--- src/rtl/ctrl_unit_mc.sv ---
// ctrl_unit_mc: multi-cycle MIPS-style control FSM with variable memory latency and exceptions
module ctrl_unit_mc #(
    parameter int MEM_LAT = 1,
    parameter bit EXC_EN  = 1'b1
) (
    input  logic       clk,
    input  logic       reset,
    input  logic [5:0] opcode,
    input  logic [5:0] funct,
    input  logic       overflow,
    input  logic       zero,
    output logic       pc_write,
    output logic [1:0] pc_source,
    output logic       iord,
    output logic       mem_write,
    output logic       ir_write,
    output logic       reg_dst,
    output logic       reg_write,
    output logic       mem_to_reg,
    output logic       alu_src_a,
    output logic [1:0] alu_src_b,
    output logic [2:0] alu_op,
    output logic       epc_write,
    output logic [1:0] exc_cause,
    output logic [5:0] state
);
    typedef enum logic [5:0] {
        S_RESET    = 6'd0,
        S_FETCH    = 6'd1,
        S_DECODE   = 6'd2,
        S_EXEC_R   = 6'd3,
        S_WB_R     = 6'd4,
        S_EXEC_I   = 6'd5,
        S_WB_I     = 6'd6,
        S_MEM_ADDR = 6'd7,
        S_MEM_RD   = 6'd8,
        S_WB_LW    = 6'd9,
        S_MEM_WR   = 6'd10,
        S_BRANCH   = 6'd11,
        S_JUMP     = 6'd12,
        S_EXC      = 6'd13
    } state_t;

    localparam logic [3:0] LAST = 4'(MEM_LAT - 1);

    state_t     state_q, state_d;
    logic [3:0] cnt_q, cnt_d;
    logic [1:0] cause_q, cause_d;
    logic       last, f_add, f_sub, f_and;

    assign last      = cnt_q == LAST;
    assign f_add     = funct == 6'h20;
    assign f_sub     = funct == 6'h22;
    assign f_and     = funct == 6'h24;
    assign state     = state_q;
    assign exc_cause = cause_q;
    // the wait counter restarts on every state change, so each wait state begins at zero
    assign cnt_d     = (state_d != state_q) ? 4'd0 : cnt_q + 4'd1;

    // state, wait counter and exception cause registers
    always_ff @(posedge clk or negedge reset) begin
        if (!reset) begin
            state_q <= S_RESET;
            cnt_q   <= 4'd0;
            cause_q <= 2'b00;
        end else begin
            state_q <= state_d;
            cnt_q   <= cnt_d;
            cause_q <= cause_d;
        end
    end

    // next-state, cause capture and control outputs decoded from the current state
    always_comb begin
        state_d    = state_q;
        cause_d    = cause_q;
        pc_write   = 1'b0;
        pc_source  = 2'b00;
        iord       = 1'b0;
        mem_write  = 1'b0;
        ir_write   = 1'b0;
        reg_dst    = 1'b0;
        reg_write  = 1'b0;
        mem_to_reg = 1'b0;
        alu_src_a  = 1'b0;
        alu_src_b  = 2'b00;
        alu_op     = 3'b000;
        epc_write  = 1'b0;
        case (state_q)
            S_FETCH: begin
                ir_write  = last;
                pc_write  = last;
                alu_src_b = last ? 2'b01 : 2'b00;
                state_d   = last ? S_DECODE : S_FETCH;
            end
            S_DECODE: begin
                alu_src_b = 2'b11;
                case (opcode)
                    6'h00:        state_d = S_EXEC_R;
                    6'h08:        state_d = S_EXEC_I;
                    6'h23, 6'h2B: state_d = S_MEM_ADDR;
                    6'h04, 6'h05: state_d = S_BRANCH;
                    6'h02:        state_d = S_JUMP;
                    default: begin
                        state_d = EXC_EN ? S_EXC : S_FETCH;
                        cause_d = EXC_EN ? 2'b01 : cause_q;
                    end
                endcase
            end
            S_EXEC_R: begin
                alu_src_a = 1'b1;
                alu_op    = f_sub ? 3'b001 : f_and ? 3'b010 : 3'b000;
                if (!(f_add || f_sub || f_and)) begin
                    state_d = EXC_EN ? S_EXC : S_FETCH;
                    cause_d = EXC_EN ? 2'b01 : cause_q;
                end else if ((f_add || f_sub) && overflow && EXC_EN) begin
                    state_d = S_EXC;
                    cause_d = 2'b10;
                end else begin
                    state_d = S_WB_R;
                end
            end
            S_WB_R: begin
                reg_dst   = 1'b1;
                reg_write = 1'b1;
                state_d   = S_FETCH;
            end
            S_EXEC_I: begin
                alu_src_a = 1'b1;
                alu_src_b = 2'b10;
                state_d   = (overflow && EXC_EN) ? S_EXC : S_WB_I;
                cause_d   = (overflow && EXC_EN) ? 2'b10 : cause_q;
            end
            S_WB_I: begin
                reg_write = 1'b1;
                state_d   = S_FETCH;
            end
            S_MEM_ADDR: begin
                alu_src_a = 1'b1;
                alu_src_b = 2'b10;
                state_d   = (opcode == 6'h23) ? S_MEM_RD : S_MEM_WR;
            end
            S_MEM_RD: begin
                iord    = 1'b1;
                state_d = last ? S_WB_LW : S_MEM_RD;
            end
            S_WB_LW: begin
                mem_to_reg = 1'b1;
                reg_write  = 1'b1;
                state_d    = S_FETCH;
            end
            S_MEM_WR: begin
                iord      = 1'b1;
                mem_write = 1'b1;
                state_d   = last ? S_FETCH : S_MEM_WR;
            end
            S_BRANCH: begin
                alu_src_a = 1'b1;
                alu_op    = 3'b001;
                pc_source = 2'b01;
                pc_write  = (opcode == 6'h04) ? zero : ~zero;
                state_d   = S_FETCH;
            end
            S_JUMP: begin
                pc_write  = 1'b1;
                pc_source = 2'b10;
                state_d   = S_FETCH;
            end
            S_EXC: begin
                epc_write = 1'b1;
                alu_src_b = 2'b01;
                alu_op    = 3'b001;
                pc_write  = 1'b1;
                pc_source = 2'b11;
                state_d   = S_FETCH;
            end
            default: state_d = S_FETCH;
        endcase
    end
endmodule
--- config.mk ---
export PLATFORM = sky130hd
export DESIGN_NAME = ctrl_unit_mc
export DESIGN_NICKNAME = d
export VERILOG_FILES = /design/src/rtl/ctrl_unit_mc.sv
export SDC_FILE = /design/constraint.sdc
export NUM_CORES = 1
export LEC_CHECK = 0
export CORE_MARGIN = 3
export CORE_UTILIZATION = 45
export DETAILED_ROUTE_END_ITERATION = 7
export PLACE_DENSITY = 0.83
export SLEW_MARGIN = 10
export SYNTH_ARGS = -nofsm -noshare
export SYNTH_HDL_FRONTEND = slang
export SYNTH_SLANG_ARGS = --single-unit
export TNS_END_PERCENT = 5
--- constraint.sdc ---
create_clock -name clk -period 3.3 [get_ports clk]
set_input_delay 0.66 -clock clk [delete_from_list [all_inputs] [get_ports clk]]
set_output_delay 0.66 -clock clk [all_outputs]
set_load 0.01 [all_outputs]
==> out/qor.yml, run 1 <==
sta:
  fmax_mhz: 325.0
  tns_ns: 0
  min_period_ns: 3.077
  slew_headroom_pct: 61.75
  tightest_slew_ns: 0.5737
  setup_ws_ns: 0.2233
  hold_viol_final: 0
  maxSlewViolCount: 0
  whs_ns: 0.4917
  setup_viol: 0
  rsz0062_at_grt: "false"
  finClkSkew_ns: 0.003883
  fin_crit_sh_pct: 93.23
synthesis:
  ys_seq_elements: 10
  synth-edff-count: 0
  synth_top_area_share_pct: 24.91
  synthTopCellsByArea: "dfrtp_1, nor2_1, nand2b_1"
  synth_cell_type_count: 52
  synth_area_um2: 1005
  ys.flop_type: "dfrtp_1"
  yosysSeqAreaShare_pct: 24.91
  async_reset_ff_share_pct: 100.0
  synth_xor_area_share_pct: 1.743
  synth_area_leader_cell: "dfrtp_1"
  yosysWarningCount: 0
  netlist_instances: 132
  synth-simple-area-share_pct: 37.48
  synth_top_family_by_area: "simple AND/OR/NAND/NOR gates"
  yosysMostFrequentCell: "nor2_1"
  synthAdderAreaFrac_pct: 2.491
  synth.avg_cell_area_um2: 7.611
  synthTopCellsByCount: "nor2_1, dfrtp_1, a21oi_1"
  synth_compound_area_share_pct: 21.54
  synth.area.mux_share_pct: 3.238
placed_design:
  dpl.hpwl_mm: 2.209
  gp_congestion: 0.7999
  dp_slack_ns: 0.1012
  portBuffers: 36
  dp.cells: 193
setup_path:
  critPathLaunchType: "primary input"
  worstPathCellList: "clkdlybuf4s50_1 > nor4b_1 > nand2b_1 > nor3b_1 > clkdlybuf4s50_1"
  r2r_slack_ns: 1.34
  r2r_cells: 4
  crit_path_frequent_cell: "clkdlybuf4s50_1"
  r2r-start: "state[0]"
  crit_slowest_cell: "clkdlybuf4s50_1"
  worstReg2RegEnd: "exc_cause[1]"
  crit_fanout: 2
  end_kind: "output pin"
  crit_buf_inv: 2
  critPathMaxStageDelay_ns: 0.57
  critPathRequiredTime_ns: 2.64
  critical_path_class: "primary input to output pin"
  worstPathArrival_ns: 2.42
  path_delay_family: "buffers and inverters"
drt:
  vias_per_cell: 5.736
  routed_wirelength_mm: 2.894
  via_count: 1130
  drc: 0
  antenna_left: 0
  dr.pass1.iters: 4
  dr.first_iter.drc_count: 15
  route.detailed.wl_per_inst_um: 14.69
global_route:
  grt_pass1_wl_mm: 4.726
  grt-ovfl-total: 0
  grt_pass1_vias: 1051
  antenna_found_initial: 0
  grt.total_usage_pct: 22.44
  grt_max_degree: 20
finish:
  n_antenna_cell: 0
  utilization_pct: 71.02
  drive_gt1_share_pct: 11.18
  areaGrowthSynthToFinish_pct: 44.33
  nNetsFinal: 189
  stdcell_count: 197
  final-seq-area_um2: 250.2
  multi_input_area_um2: 688.2
  nFillCells: 188
min_path:
  min-delay-start: "exc_cause[1]"
  hold_path_class: "flip-flop to flip-flop"
  hold_end: "exc_cause[1]"
  min_path_cells: 1
clocking:
  clkTransAtPathRegs_ns: 0.06
  insertion_delay_ns: 0.26
  clockRootBuffer: "clkbuf_4"
  holdBufCountCts: 0
  postCtsSetupBuffers: 0
  clk_path_buf_depth: 2
  cts_buffers: 3
  cts_htree_levels: 1
  cts_tree: "yes"
  cts_sinks: 10
pwr:
  p_leak_nw: 0.6079
  p_clk_share_pct: 10.5
  pwr_density_cell_nw_per_um2: 702.4
  p_int_mw: 0.5776
  p_switching_mw: 0.4410
  swShare_pct: 43.29
  seqPwrFrac_pct: 25.4
  combPwrFrac_pct: 64.1
  peakVddDrop_v: 0.0004637
floorplanning:
  die_x_um: 53.25
  die_area_um2: 2836
  coreArea_um2: 2042
  die_h_um: 53.25
  initial_core_util_pct: 49.20
  rows: 16
  ios: 40
run_status:
  status: "completed"
job:
  maxCapViolations: 0
-- area by class of cell --
cell class	instances	share of cell area, %
multi-input combinational	106	47.45
timing repair buffer	43	28.65
sequential	10	17.26
clock buffer	4	2.502
tap	27	2.330
inverter	7	1.812
-- worst reg2reg max path: cells and delay by family (launching register included) --
family | cells | cell delay, ns
compound gates | 1 | 0.23
mux | 1 | 0.34
flops | 1 | 0.58
simple gates | 2 | 0.71
-- power by group through the flow --
stage               Clock [mW]  Combinational, mW  Sequential [mW]
global placement             0              0.640            0.254
CTS                      0.111              0.657            0.257
global route             0.117              0.724            0.269
floorplan                    0              0.407            0.214
detailed placement           0              0.654            0.261
finish                   0.107              0.653            0.258
-- placed cells by master, fill, tap and decap left out, drive strengths merged, types with 2 or more instances in the layout --
master,netlist,layout
o21ai,6,6
or3,2,2
nand2b,9,9
a21oi,9,9
inv,7,7
or2,2,2
nor2,22,22
nand4b,4,4
a31oi,2,2
clkbuf,5,4
conb,1,3
dfrtp,10,10
nor3,3,3
mux2,2,2
nand2,7,7
buf,6,7
nor4,2,2
clkdlybuf4s50,0,35
or4,2,2
o22ai,2,2
ha,2,2
-- cell families (layout without fill, tap and decap cells) --
kind of cell	Yosys count	after routing
flops	10	10
xor+xnor	2	2
simple gates	64	64
buf+inv	18	54
other cells	1	3
compound gates	32	32
mux	3	3
fa+ha+maj	2	2
-- how the worst max path moves through the flow --
stage / end / from / cells after the start
global placement: pc_write / opcode[0] / 6
global route: alu_op[1] / funct[0] / 5
finish: alu_op[1] / funct[0] / 5
CTS: pc_write / opcode[0] / 6
detailed placement: pc_write / opcode[0] / 6
floorplan: alu_op[1] / funct[0] / 3
-- repair_timing --
| item | 4_1_cts | 5_1_grt |
|---|---|---|
| hold endpoints to repair | 0 | 0 |
| setup endpoints to repair | 0 | 1 |
| resized for setup | 0 | 2 |
-- registers in the layout (all words and copies together) (netlist names) --
signal     flops
cnt_q          4
state          4
exc_cause      2
-- per-stage QoR --
stage | instance area (um^2) | total power, mW
final | 1450 | 1.019
after global routing | 1450 | 1.110
after CTS | 1439 | 1.024
after detailed placement | 1403 | 0.9142
after global placement | 1403 | 0.8939
after floorplan | 1012 | 0.6204
-- per-layer routing --
| layer | routed length [um] | vias up | track usage, % |
|---|---|---|---|
| met3 | 236 | 4 | 3.944 |
| met4 | 25 | 0 | 5.532 |
| met1 | 1166 | 526 | 27.26 |
| met5 | 0 | - | 0 |
| li1 | - | 548 | - |
| met2 | 1466 | 52 | 40.20 |
Note: power is estimated with default switching activity, not from simulation.
==> run 2: changes to the inputs <==
Settings changed: CORE_MARGIN 3 to unset.
==> run 2 against run 1 <==
  * Clock power about the same
  * Critical path type unchanged
  * Largest cell class unchanged
  * Global-route usage increased by 0.94 points
  * Die area decreased by 14%
  * Cell count decreased by 1.0%
  * Worst hold slack improved by 0.0058 ns
  * Critical path depth increased by 1
  * Register-to-register slack about the same
  * Clock skew decreased by 0.0036 ns
==> out/qor.yml, run 2 (same netlist as run 1, synthesis figures left out) <==
run_status:
  status: "completed"  # unchanged
pwr:
  p_int_mw: 0.5731  # was 0.5776 mW
  combPwrFrac_pct: 62.3  # was 64.1%
  seqPwrFrac_pct: 26.8  # was 25.4%
  finalPower_mw: 1.010  # was 1.019 mW
  peakVddDrop_v: 0.0004004  # was 0.0004637 V
  p_leak_nw: 0.5842  # was 0.6079 nW
  swShare_pct: 43.27  # was 43.29%
  p_clk_share_pct: 10.9  # was 10.5%
  p_switching_mw: 0.4371  # was 0.4410 mW
  pwr_density_cell_nw_per_um2: 705.1  # was 702.4 nW/um^2
setup_path:
  critPathMaxStageDelay_ns: 0.53  # was 0.57 ns
  worstPathArrival_ns: 2.54  # was 2.42 ns
  r2r-start: "state[0]"  # unchanged
  r2r_cells: 4  # unchanged
  worstReg2RegEnd: "exc_cause[1]"  # unchanged
  end_kind: "output pin"  # unchanged
  r2r_slack_ns: 1.34  # about the same
  crit_path_frequent_cell: "clkdlybuf4s50_1"  # unchanged
  critical_path_class: "primary input to output pin"  # unchanged
  crit_fanout: 5  # was 2
  critPathLaunchType: "primary input"  # unchanged
  crit_slowest_cell: "clkdlybuf4s50_1"  # unchanged
  critPathRequiredTime_ns: 2.64  # about the same
  worstPathCellList: "clkdlybuf4s50_1 > nor4_4 > a31oi_1 > o31ai_1 > a31o_1 > clkdlybuf4s50_1"  # was clkdlybuf4s50_1 > nor4b_1 > nand2b_1 > nor3b_1 > clkdlybuf4s50_1
floorplanning:
  die_area_um2: 2426  # was 2836 um^2
  die_x_um: 49.25  # was 53.25 um
  die_h_um: 49.25  # was 53.25 um
  coreArea_um2: 2022  # was 2042 um^2
  rows: 16  # unchanged
  ios: 40  # unchanged
  initial_core_util_pct: 49.69  # was 49.20%
sta:
  rsz0062_at_grt: "false"  # unchanged
  slew_headroom_pct: 61.46  # was 61.75%
  min_period_ns: 3.202  # was 3.077 ns
  hold_viol_final: 0  # unchanged
  fmax_mhz: 312.3  # was 325.0 MHz
  tightest_slew_ns: 0.5780  # was 0.5737 ns
  maxSlewViolCount: 0  # unchanged
  finClkSkew_ns: 0.0002640  # was 0.003883 ns
  fin_crit_sh_pct: 97.03  # was 93.23%
  setup_viol: 0  # unchanged
  tns_ns: 0  # unchanged
min_path:
  min-delay-start: "exc_cause[1]"  # unchanged
  hold_end: "exc_cause[1]"  # unchanged
  hold_path_class: "flip-flop to flip-flop"  # unchanged
  min_path_cells: 1  # unchanged
global_route:
  grt_pass1_wl_mm: 4.416  # was 4.726 mm
  antenna_found_initial: 0  # unchanged
  grt_pass1_vias: 1036  # was 1051
  met3_usage_pct: 3.427  # was 3.944%
  grt_max_degree: 22  # was 20
  grt-ovfl-total: 0  # unchanged
  grt.met2_usage_pct: 40.18  # was 40.20%
  grt.total_usage_pct: 23.38  # was 22.44%
  busiest_layer: "met2"  # unchanged
  met1_usage_pct: 27.78  # was 27.26%
clocking:
  cts_htree_levels: 1  # unchanged
  cts_sinks: 10  # unchanged
  clkTransAtPathRegs_ns: 0.07  # was 0.06 ns
  postCtsSetupBuffers: 0  # unchanged
  insertion_delay_ns: 0.26  # about the same
  cts_buffers: 3  # unchanged
  clk_path_buf_depth: 2  # unchanged
  cts_tree: "yes"  # unchanged
  clockRootBuffer: "clkbuf_4"  # unchanged
drt:
  route.detailed.wl_per_inst_um: 13.61  # was 14.69 um
  via_count: 1116  # was 1130
  drc: 0  # unchanged
  dr.pass1.iters: 4  # unchanged
  routed_wirelength_mm: 2.654  # was 2.894 mm
  vias_per_cell: 5.723  # was 5.736
  antenna_left: 0  # unchanged
  dr.first_iter.drc_count: 23  # was 15
placed_design:
  place_area_um2: 1388  # was 1403 um^2
  portBuffers: 36  # unchanged
  dpl.hpwl_mm: 2.014  # was 2.209 mm
  gp_congestion: 0.8238  # was 0.7999
finish:
  nNetsFinal: 187  # was 189
  layout_commonest_cell: "clkdlybuf4s50_1"  # unchanged
  n_antenna_cell: 0  # unchanged
  drive_gt1_share_pct: 10.12  # was 11.18%
  final_cell_area_um2: 1433  # was 1450 um^2
  most-common-layout-cells: "clkdlybuf4s50_1, nor2_1, dfrtp_1"  # unchanged
  areaGrowthSynthToFinish_pct: 42.59  # was 44.33%
job:
  maxCapViolations: 0  # unchanged
## run 2: changes by cell type in the layout (fill, tap and decap cells not counted), sizes merged
| cell | previous run | this run |
|---|---|---|
| clkdlybuf4s50 | 35 | 36 |
| buf | 7 | 5 |
| dlymetal6s2s | 1 | 0 |
## run 2: timing repair
action / in CTS / in global routing
endpoints found under the hold margin: 0 / 0
gates resized for setup: 0 / 1
endpoints found under the setup margin: 0 / 1
hold buffers: 0 / 0
## run 2: worst max-delay path, delay by kind of cell
kind | cells | cell delay, ns
AO/OA/AOI/OAI | 3 | 0.53
buffers and inverters | 2 | 1.04
AND/OR/NAND/NOR | 1 | 0.32
## run 2: area by class of cell
type	count	area (um^2)
Inverter	7	26.28
Tap cell	27	33.78
Sequential cell	10	250.2
Fill cell	173	589.3
Timing Repair Buffer	41	397.9
Multi-Input combinational cell	106	688.2
Clock buffer	4	36.28
## run 2: through the flow
stage	hold WS [ns]	instances	setup slack (ns)	utilization, %
global placement	0.4761	191	0.1110	68.63
detailed placement	0.4887	191	0.07803	68.63
floorplan	0.3644	134	1.016	-
global route	0.5269	195	0.01524	70.85
finish	0.4975	195	0.09804	70.85
CTS	0.5036	195	0.07627	70.42
## run 2: power by group through the flow
stage	Sequential, mW	Clock (mW)	Combinational [mW]
after CTS	0.269	0.114	0.631
final	0.271	0.110	0.629
after detailed placement	0.271	0	0.629
after floorplan	0.214	0	0.407
after global routing	0.283	0.121	0.684
after global placement	0.271	0	0.613
## run 2: how the worst max path moves through the flow
| stage | from | endpoint | slack (ns) | depth (start not counted) |
|---|---|---|---|---|
| 4_1_cts | opcode[3] | pc_write | 0.08 | 6 |
| 5_1_grt | opcode[3] | pc_write | 0.02 | 6 |
| 3_3_place_gp | opcode[3] | pc_write | 0.11 | 6 |
| 6_report | opcode[3] | pc_write | 0.1 | 6 |
| 3_5_place_dp | opcode[3] | pc_write | 0.08 | 6 |
| 2_1_floorplan | funct[0] | alu_op[1] | 1.02 | 3 |
## run 2: metal layers
layer	up-vias	share of wire [%]
met5	-	0
met4	0	1.3
met3	6	6.7
met2	47	50
met1	522	42
li1	541	-
